$ cat src/rtl/key_bank.sv
// Debounce and event bank for active-low push buttons: per-key synchroniser,
// debounce counter and press/hold/repeat FSM, plus a key-driven mode counter.

module key_bank_chan #(
    parameter int DEBOUNCE_CYC = 250,
    parameter int LONG_CYC     = 25000,
    parameter int REPEAT_CYC   = 5000,
    parameter bit REPEAT_EN    = 1'b1
) (
    input  logic clk,
    input  logic rst_n,
    input  logic key_raw,
    output logic key_state,
    output logic key_press,
    output logic key_release,
    output logic key_repeat
);
    localparam int MAX_CYC = (LONG_CYC > REPEAT_CYC) ? LONG_CYC : REPEAT_CYC;
    localparam int HW      = $clog2(MAX_CYC + 1);
    localparam int DW      = $clog2(DEBOUNCE_CYC);

    typedef enum logic [1:0] {S_IDLE, S_HOLD, S_REPEAT} st_t;

    st_t           state;
    logic [1:0]    sync;
    logic [DW-1:0] db_cnt;
    logic [HW-1:0] hold_cnt;
    logic          differ;
    logic          accept;

    // key_state doubles as the accepted debounced level (1 = pressed).
    assign differ = (~sync[1]) != key_state;
    assign accept = differ && (db_cnt == DW'(DEBOUNCE_CYC - 1));

    always_ff @(posedge clk) begin
        if (!rst_n) begin
            sync        <= 2'b11;
            db_cnt      <= '0;
            hold_cnt    <= '0;
            state       <= S_IDLE;
            key_state   <= 1'b0;
            key_press   <= 1'b0;
            key_release <= 1'b0;
            key_repeat  <= 1'b0;
        end else begin
            sync        <= {sync[0], key_raw};
            key_press   <= 1'b0;
            key_release <= 1'b0;
            key_repeat  <= 1'b0;

            if (!differ || accept) db_cnt <= '0;
            else                   db_cnt <= db_cnt + 1'b1;

            case (state)
                S_IDLE: begin
                    if (accept) begin
                        state     <= S_HOLD;
                        key_state <= 1'b1;
                        key_press <= 1'b1;
                        hold_cnt  <= '0;
                    end
                end
                S_HOLD: begin
                    if (accept) begin
                        state       <= S_IDLE;
                        key_state   <= 1'b0;
                        key_release <= 1'b1;
                        hold_cnt    <= '0;
                    end else if (REPEAT_EN && hold_cnt == HW'(LONG_CYC - 1)) begin
                        state      <= S_REPEAT;
                        key_repeat <= 1'b1;
                        hold_cnt   <= '0;
                    end else if (hold_cnt != HW'(LONG_CYC - 1)) begin
                        // saturates when repeat is disabled
                        hold_cnt <= hold_cnt + 1'b1;
                    end
                end
                S_REPEAT: begin
                    if (accept) begin
                        state       <= S_IDLE;
                        key_state   <= 1'b0;
                        key_release <= 1'b1;
                        hold_cnt    <= '0;
                    end else if (hold_cnt == HW'(REPEAT_CYC - 1)) begin
                        key_repeat <= 1'b1;
                        hold_cnt   <= '0;
                    end else begin
                        hold_cnt <= hold_cnt + 1'b1;
                    end
                end
                default: state <= S_IDLE;
            endcase
        end
    end
endmodule

module key_bank #(
    parameter int NUM_KEYS     = 4,
    parameter int DEBOUNCE_CYC = 250,
    parameter int LONG_CYC     = 25000,
    parameter int REPEAT_CYC   = 5000,
    parameter bit REPEAT_EN    = 1'b1,
    parameter int MODE_KEY     = 0,
    parameter int MODE_COUNT   = 4
) (
    input  logic                          clk,
    input  logic                          rst_n,
    input  logic [NUM_KEYS-1:0]           key_in,
    output logic [NUM_KEYS-1:0]           key_state,
    output logic [NUM_KEYS-1:0]           key_press,
    output logic [NUM_KEYS-1:0]           key_release,
    output logic [NUM_KEYS-1:0]           key_repeat,
    output logic [$clog2(MODE_COUNT)-1:0] mode_sel
);
    localparam int MW = $clog2(MODE_COUNT);

    for (genvar g = 0; g < NUM_KEYS; g++) begin : g_chan
        key_bank_chan #(
            .DEBOUNCE_CYC(DEBOUNCE_CYC),
            .LONG_CYC    (LONG_CYC),
            .REPEAT_CYC  (REPEAT_CYC),
            .REPEAT_EN   (REPEAT_EN)
        ) u_chan (
            .clk        (clk),
            .rst_n      (rst_n),
            .key_raw    (key_in[g]),
            .key_state  (key_state[g]),
            .key_press  (key_press[g]),
            .key_release(key_release[g]),
            .key_repeat (key_repeat[g])
        );
    end

    // Advances only on the press pulse, so holding the key never steps the mode.
    always_ff @(posedge clk) begin
        if (!rst_n) begin
            mode_sel <= '0;
        end else if (key_press[MODE_KEY]) begin
            if (mode_sel == MW'(MODE_COUNT - 1)) mode_sel <= '0;
            else                                mode_sel <= mode_sel + 1'b1;
        end
    end
endmodule

$ cat config.mk
export PLATFORM = sky130hd
export DESIGN_NAME = key_bank
export DESIGN_NICKNAME = d
export VERILOG_FILES = /design/src/rtl/key_bank.sv
export SDC_FILE = /design/constraint.sdc
export NUM_CORES = 1
export LEC_CHECK = 0
export ABC_AREA = 0
export CAP_MARGIN = 5
export CORE_ASPECT_RATIO = 0.8
export CORE_MARGIN = 4
export CORE_UTILIZATION = 45
export CTS_CLUSTER_DIAMETER = 50
export DETAILED_ROUTE_END_ITERATION = 10
export GPL_ROUTABILITY_DRIVEN = 0
export HOLD_SLACK_MARGIN = 0.05
export PLACE_DENSITY_LB_ADDON = 0.1
export SLEW_MARGIN = 40
export SYNTH_ARGS = -nofsm -noshare
export SYNTH_HDL_FRONTEND = slang
export SYNTH_HIERARCHICAL = 1
export SYNTH_SLANG_ARGS = --single-unit
$ cat constraint.sdc
create_clock -name clk -period 4.8 [get_ports clk]
set_input_delay 0.48 -clock clk [delete_from_list [all_inputs] [get_ports clk]]
set_output_delay 0.48 -clock clk [all_outputs]
set_load 0.03 [all_outputs]
Yosys cells after proc, flatten, opt, wreduce, memory -nomap -nowiden
Cells that the tools add are included.

word-level totals
  flip-flop bits (word level) = 126
  bits of input ports = 6
  output and inout bits = 18
  logic and storage cells = 233

operators by class
  add/sub/neg operators = 9
  eq/ne operators = 49
  multiplexer cells = 85
  bitwise operators = 5
  reductions and logical operators = 52

operators with widths
  cell                   count
  $mux 15                24
  $pmux 15 s3            4
  $add 15x1->15 const B  4
  $eq 15x13->1 const B   4
  $eq 15x15->1 const B   4
  $ne 15x15->1 const B   4
  $reduce_and 3->1       12
  $mux 2                 17
  $add 8x1->8 const B    4
  $eq 8x8->1 const B     4
  $mux 1                 28
  $ne 2x1->1 const B     12
  $pmux 2 s3             4
  $ne 4x1->1 const B     4
  $pmux 1 s2             8
  $reduce_and 2->1       8
  $reduce_or 2->1        8
  $ne 3x1->1 const B     4
  $reduce_bool 3->1      4
  $eq 2x2->1 const B     5
  $eq 2x1->1 const B     4
  $logic_not 2->1        4
  $reduce_bool 2->1      4
  $not 1->1              5
  5 further kinds        17

Depth between registers and ports, before layout
  depth in word-level cells = 5
  depth in mapped cells = 9

By module
Netlist, hierarchy kept.

modules (own cells, without submodules)
  module                                 times used  cells each  area each (sq um)  seq. area each (sq um)
  key_bank_chan at g_chan[0].u_chan ...  3           187         1645.3             620.6
  key_bank_chan at g_chan[3].u_chan      1           178         1576.5             620.6
  key_bank                               1           8           95.1               40.0

Worst setup path before layout
Ideal clock, no wire load.

  path kind = reg-to-reg
  from = reg g_chan[3].u_chan.hold_cnt[0]
  to = reg g_chan[3].u_chan.hold_cnt[13]
  arrival time = 1955 ps
  data required time = 4685 ps
  path slack = 2731 ps
  stages on the path, launching flop included = 7
  period minus slack after synthesis = 2069 ps
  cell sequence = dfxtp_1 > ha_1 > or4bb_4 > o41ai_2 > a211o_2 > o2bb2ai_1 > o21a_1

on the way
  longest elaborated chain between the ends = 5

ends and longest elaborated chain
  what                    line    RTL
  from (decl)             27      logic [HW-1:0] hold_cnt;
  from (signal assigned)  75      hold_cnt <= hold_cnt + 1'b1;
  from (signal assigned)  88      hold_cnt <= hold_cnt + 1'b1;
  $add 15x1->15           75, 88
  $mux 15                 73      end else if (hold_cnt != HW'(LONG_CYC - 1)) begin
  $mux 15                 69      end else if (REPEAT_EN && hold_cnt == HW'(LONG_CYC - 1)) begin
  $mux 15                 64      if (accept) begin
  $pmux 15 s3             54      case (state)

Several ways; a longest one is shown, not always the timed one. The select of a mux whose other input is x is not followed.
A chain may end at the register's enable or synchronous reset.

Worst setup path after layout
  from = reg g_chan[3].u_chan.hold_cnt[0]
  to = reg g_chan[3].u_chan.hold_cnt[4]

The elaborated chain is that of the path after synthesis.

==> results by group <==
Clock tree
  • H-tree level count: 4
  • Post-CTS Repair Setup Buffers: 0
  • Clock root buffer: sky130_fd_sc_hd__clkbuf_16
  • Hold bufs inserted after CTS: 0
  • Clock transition at path regs: 0.06 ns
  • Clk sinks: 126
  • Clock buffers created by TritonCTS: 17
  • Clock tree from TritonCTS: yes
  • Clock Tree Buf Depth: 2
  • Clock Latency Late Sink: 0.41 ns
  • Count of cells resized by post-cts repair: 0

Job
  • Max Cap Violations: 0

Synth
  • Async set-or-reset flop fraction in the synthesized netlist: 0%
  • Sequential cell area fraction in the yosys report: 38.2%
  • Syn Std Cell Area: 0.00661 mm^2
  • Average size of a mapped cell: 8.85 um^2
  • Cells after synthesis: 747
  • FF+latch count, synth: 126
  • EDFF count, synth: 0
  • Top FF cell, synth: sky130_fd_sc_hd__dfxtp_1
  • Yosys warns: 6
  • Total nets after synthesis: 782
  • Cell variety after synth: 64

Critical path
  • Crit path DAT: 2.67 ns
  • CP Max Fanout: 10
  • Critical path type: reg2reg
  • Startpoint kind of the worst setup timing path: flop
  • FF-to-FF path depth: 6
  • CP Data Required Time: 5.08 ns
  • Sort of element at the end of the critical path: flop

STA
  • Clock tree skew after final layout: 0.00791 ns
  • Clock period minus worst slack: 2.39 ns
  • Hold Vio Cnt, Final: 0
  • Sum of negative setup slack: 0 ns
  • Final max-slew violation count: 0
  • F_max: 0.419 GHz
  • Slew @ Worst Pin: 0.682 ns
  • Final-report setup violation count: 0
  • Final setup margin: 2.41 ns
  • RSZ-0062 raised after global routing: no
  • Final period utilization: 49.8%
  • Max-slew headroom: 54.1%

Floorplanning
  • Top Ports: 24
  • Initial core utilization: 46.1%
  • Row count: 39
  • Total core area: 0.0143 mm^2
  • DIE WIDTH: 143 um
  • Die outline height: 116 um
  • Die Outline Area: 0.0167 mm^2

Global routing
  • Global-route usage over all layers: 18.4%
  • Grt total ovfl: 0
  • Wire length of the first global-routing pass: 25,300 um
  • Vias in the first global route: 5,354
  • Antenna violations before repair: 0
  • Largest net degree at the start of global routing: 35

Power and ir drop
  • Max VDD drop: 0.000267 V
  • Reported net switching power: 0.494 mW
  • Clock power share: 56.2%
  • Share of total power consumed by net switching: 19.9%
  • Part of the total power dissipated in sequential elements: 42.5%
  • Leakage power summed over all cells: 2.42 nW
  • Internal power consumption: 1.98 mW
  • Cell Pwr Density: 328 mW/mm^2
  • Portion of total power attributed to combinational logic: 1.3%

Drt
  • Post-Route M1 WL: 7150 um
  • Routed via count divided by cell count: 5.80
  • Routed WL: 14,700 um
  • Met3 wirelength from detailed routing: 597 um
  • Antenna Violating Nets Remaining: 0
  • Remaining routing DRC violations: 0
  • Vias after detailed routing: 5,576
  • Highest layer used for signal routing: met4
  • Detail-routed net length per standard cell: 15.3 um
  • Metal2 WL: 6790 um
  • 1st-pass router iterations: 5
  • Number of design-rule violations left by the first detailed-router iteration: 382

Placed design
  • Worst-case setup slack after placement: 2.34 ns
  • HPWL reported at the end of detailed placement: 10,100 um
  • Post-Place Cell Area: 0.00691 mm^2
  • Port Buffer Count: 23

Hold path
  • Hold depth: 1
  • Worst min path class: reg2reg

Layout
  • Final layout net count: 800
  • Post-route cell area: 0.00756 mm^2
  • Most frequent cells in the layout: 126 x sky130_fd_sc_hd__dfxtp_1, 79 x sky130_fd_sc_hd__nor2_1, 59 x sky130_fd_sc_hd__nand2_1, 55 x sky130_fd_sc_hd__nand3_1, 34 x sky130_fd_sc_hd__xnor2_1
  • Ratio of cells with drive above 1 in the final layout: 10.3%
  • Count of inserted antenna diode cells: 0
  • Most frequent standard cell in the layout excluding fill and tap cells: sky130_fd_sc_hd__dfxtp_1
  • Signed area change from the synthesized netlist to the final layout: 14.4%

Run status
  • Outcome: complete, no violations
-- worst paths after layout --
kind / start / to / slack [ns]
worst max-delay path: g_chan[3].u_chan/hold_cnt[0] / g_chan[3].u_chan/hold_cnt[4] / 2.41
worst min-delay path: g_chan[3].u_chan/sync[0] / g_chan[3].u_chan/sync[1] / 0.41
worst min register to register: g_chan[3].u_chan/sync[0] / g_chan[3].u_chan/sync[1] / 0.41
worst max register to register: g_chan[3].u_chan/hold_cnt[0] / g_chan[3].u_chan/hold_cnt[4] / 2.41
-- layout make-up --
cell class,instances,area (um^2)
clock buffers,22,484
clock inverters,10,159
fillers,1333,6790
inverters,25,93.8
multi-input cells,571,3840
flip-flops and latches,126,2520
well taps,184,230
repair buffers,24,233
-- flip-flops by register name, indices dropped and copies added (netlist names) --
signal / flops
g_chan.u_chan/db_cnt: 32
g_chan.u_chan/key_release: 4
g_chan.u_chan/key_repeat: 4
g_chan.u_chan/state: 8
g_chan.u_chan/key_state: 4
g_chan.u_chan/key_press: 4
g_chan.u_chan/sync: 8
mode_sel: 2
g_chan.u_chan/hold_cnt: 60
-- power by group through the flow --
stage | Sequential, mW | Clock [mW] | Combinational (mW)
2_1_floorplan | 1.07 | 0 | 0.0198
3_3_place_gp | 1.07 | 0 | 0.0317
3_5_place_dp | 1.08 | 0 | 0.0324
4_1_cts | 1.05 | 1.42 | 0.0324
5_1_grt | 1.05 | 1.48 | 0.0359
6_report | 1.05 | 1.39 | 0.0321
-- layer usage --
metal | up-vias | global-route usage [%]
li1 | 2773 | -
met1 | 2670 | 24.4
met2 | 117 | 29.2
met3 | 16 | 4.71
met4 | 0 | 6.65
met5 | - | 0
-- stage by stage --
stage	util, %	hold WS, ns	power (mW)	instances
after floorplan	-	0.386	1.09	747
after global placement	48.1	0.394	1.11	930
after detailed placement	48.2	0.396	1.11	930
after CTS	52.7	0.411	2.50	962
after global routing	52.7	0.427	2.56	962
final	52.7	0.407	2.48	962
-- Yosys cell counts, drive strengths merged (15+ instances only) --
cell	n	area, um^2
dfxtp	126	2520
nor2	79	297
nand3	61	358
nand2	59	221
a21oi	35	186
xnor2	34	298
o21ai	31	234
ha	29	363
nand4	28	175
a211oi	25	208
inv	25	93.8
nor3	24	120
xor2	19	166
and3	16	100
buf	16	133
or4	15	124
-- cell families after synthesis --
| logic type | synth area share (%) |
|---|---|
| buffers and inverters | 4.00 |
| multiplexers | 0.151 |
| adder cells (fa/ha/maj) | 5.49 |
| AO/OA/AOI/OAI | 16.0 |
| flip-flops | 38.2 |
| AND/OR/NAND/NOR | 29.1 |
| XOR/XNOR | 7.03 |
-- critical path, cell delays in order (launching register included) --
cell	delay [ns]
sky130_fd_sc_hd__dfxtp_1	0.39
sky130_fd_sc_hd__ha_1	0.24
sky130_fd_sc_hd__or4bb_4	0.59
sky130_fd_sc_hd__o41ai_4	0.43
sky130_fd_sc_hd__a211oi_2	0.19
sky130_fd_sc_hd__o21ai_4	0.32
sky130_fd_sc_hd__nor2_1	0.10
Note: power is estimated with default switching activity, not from simulation.
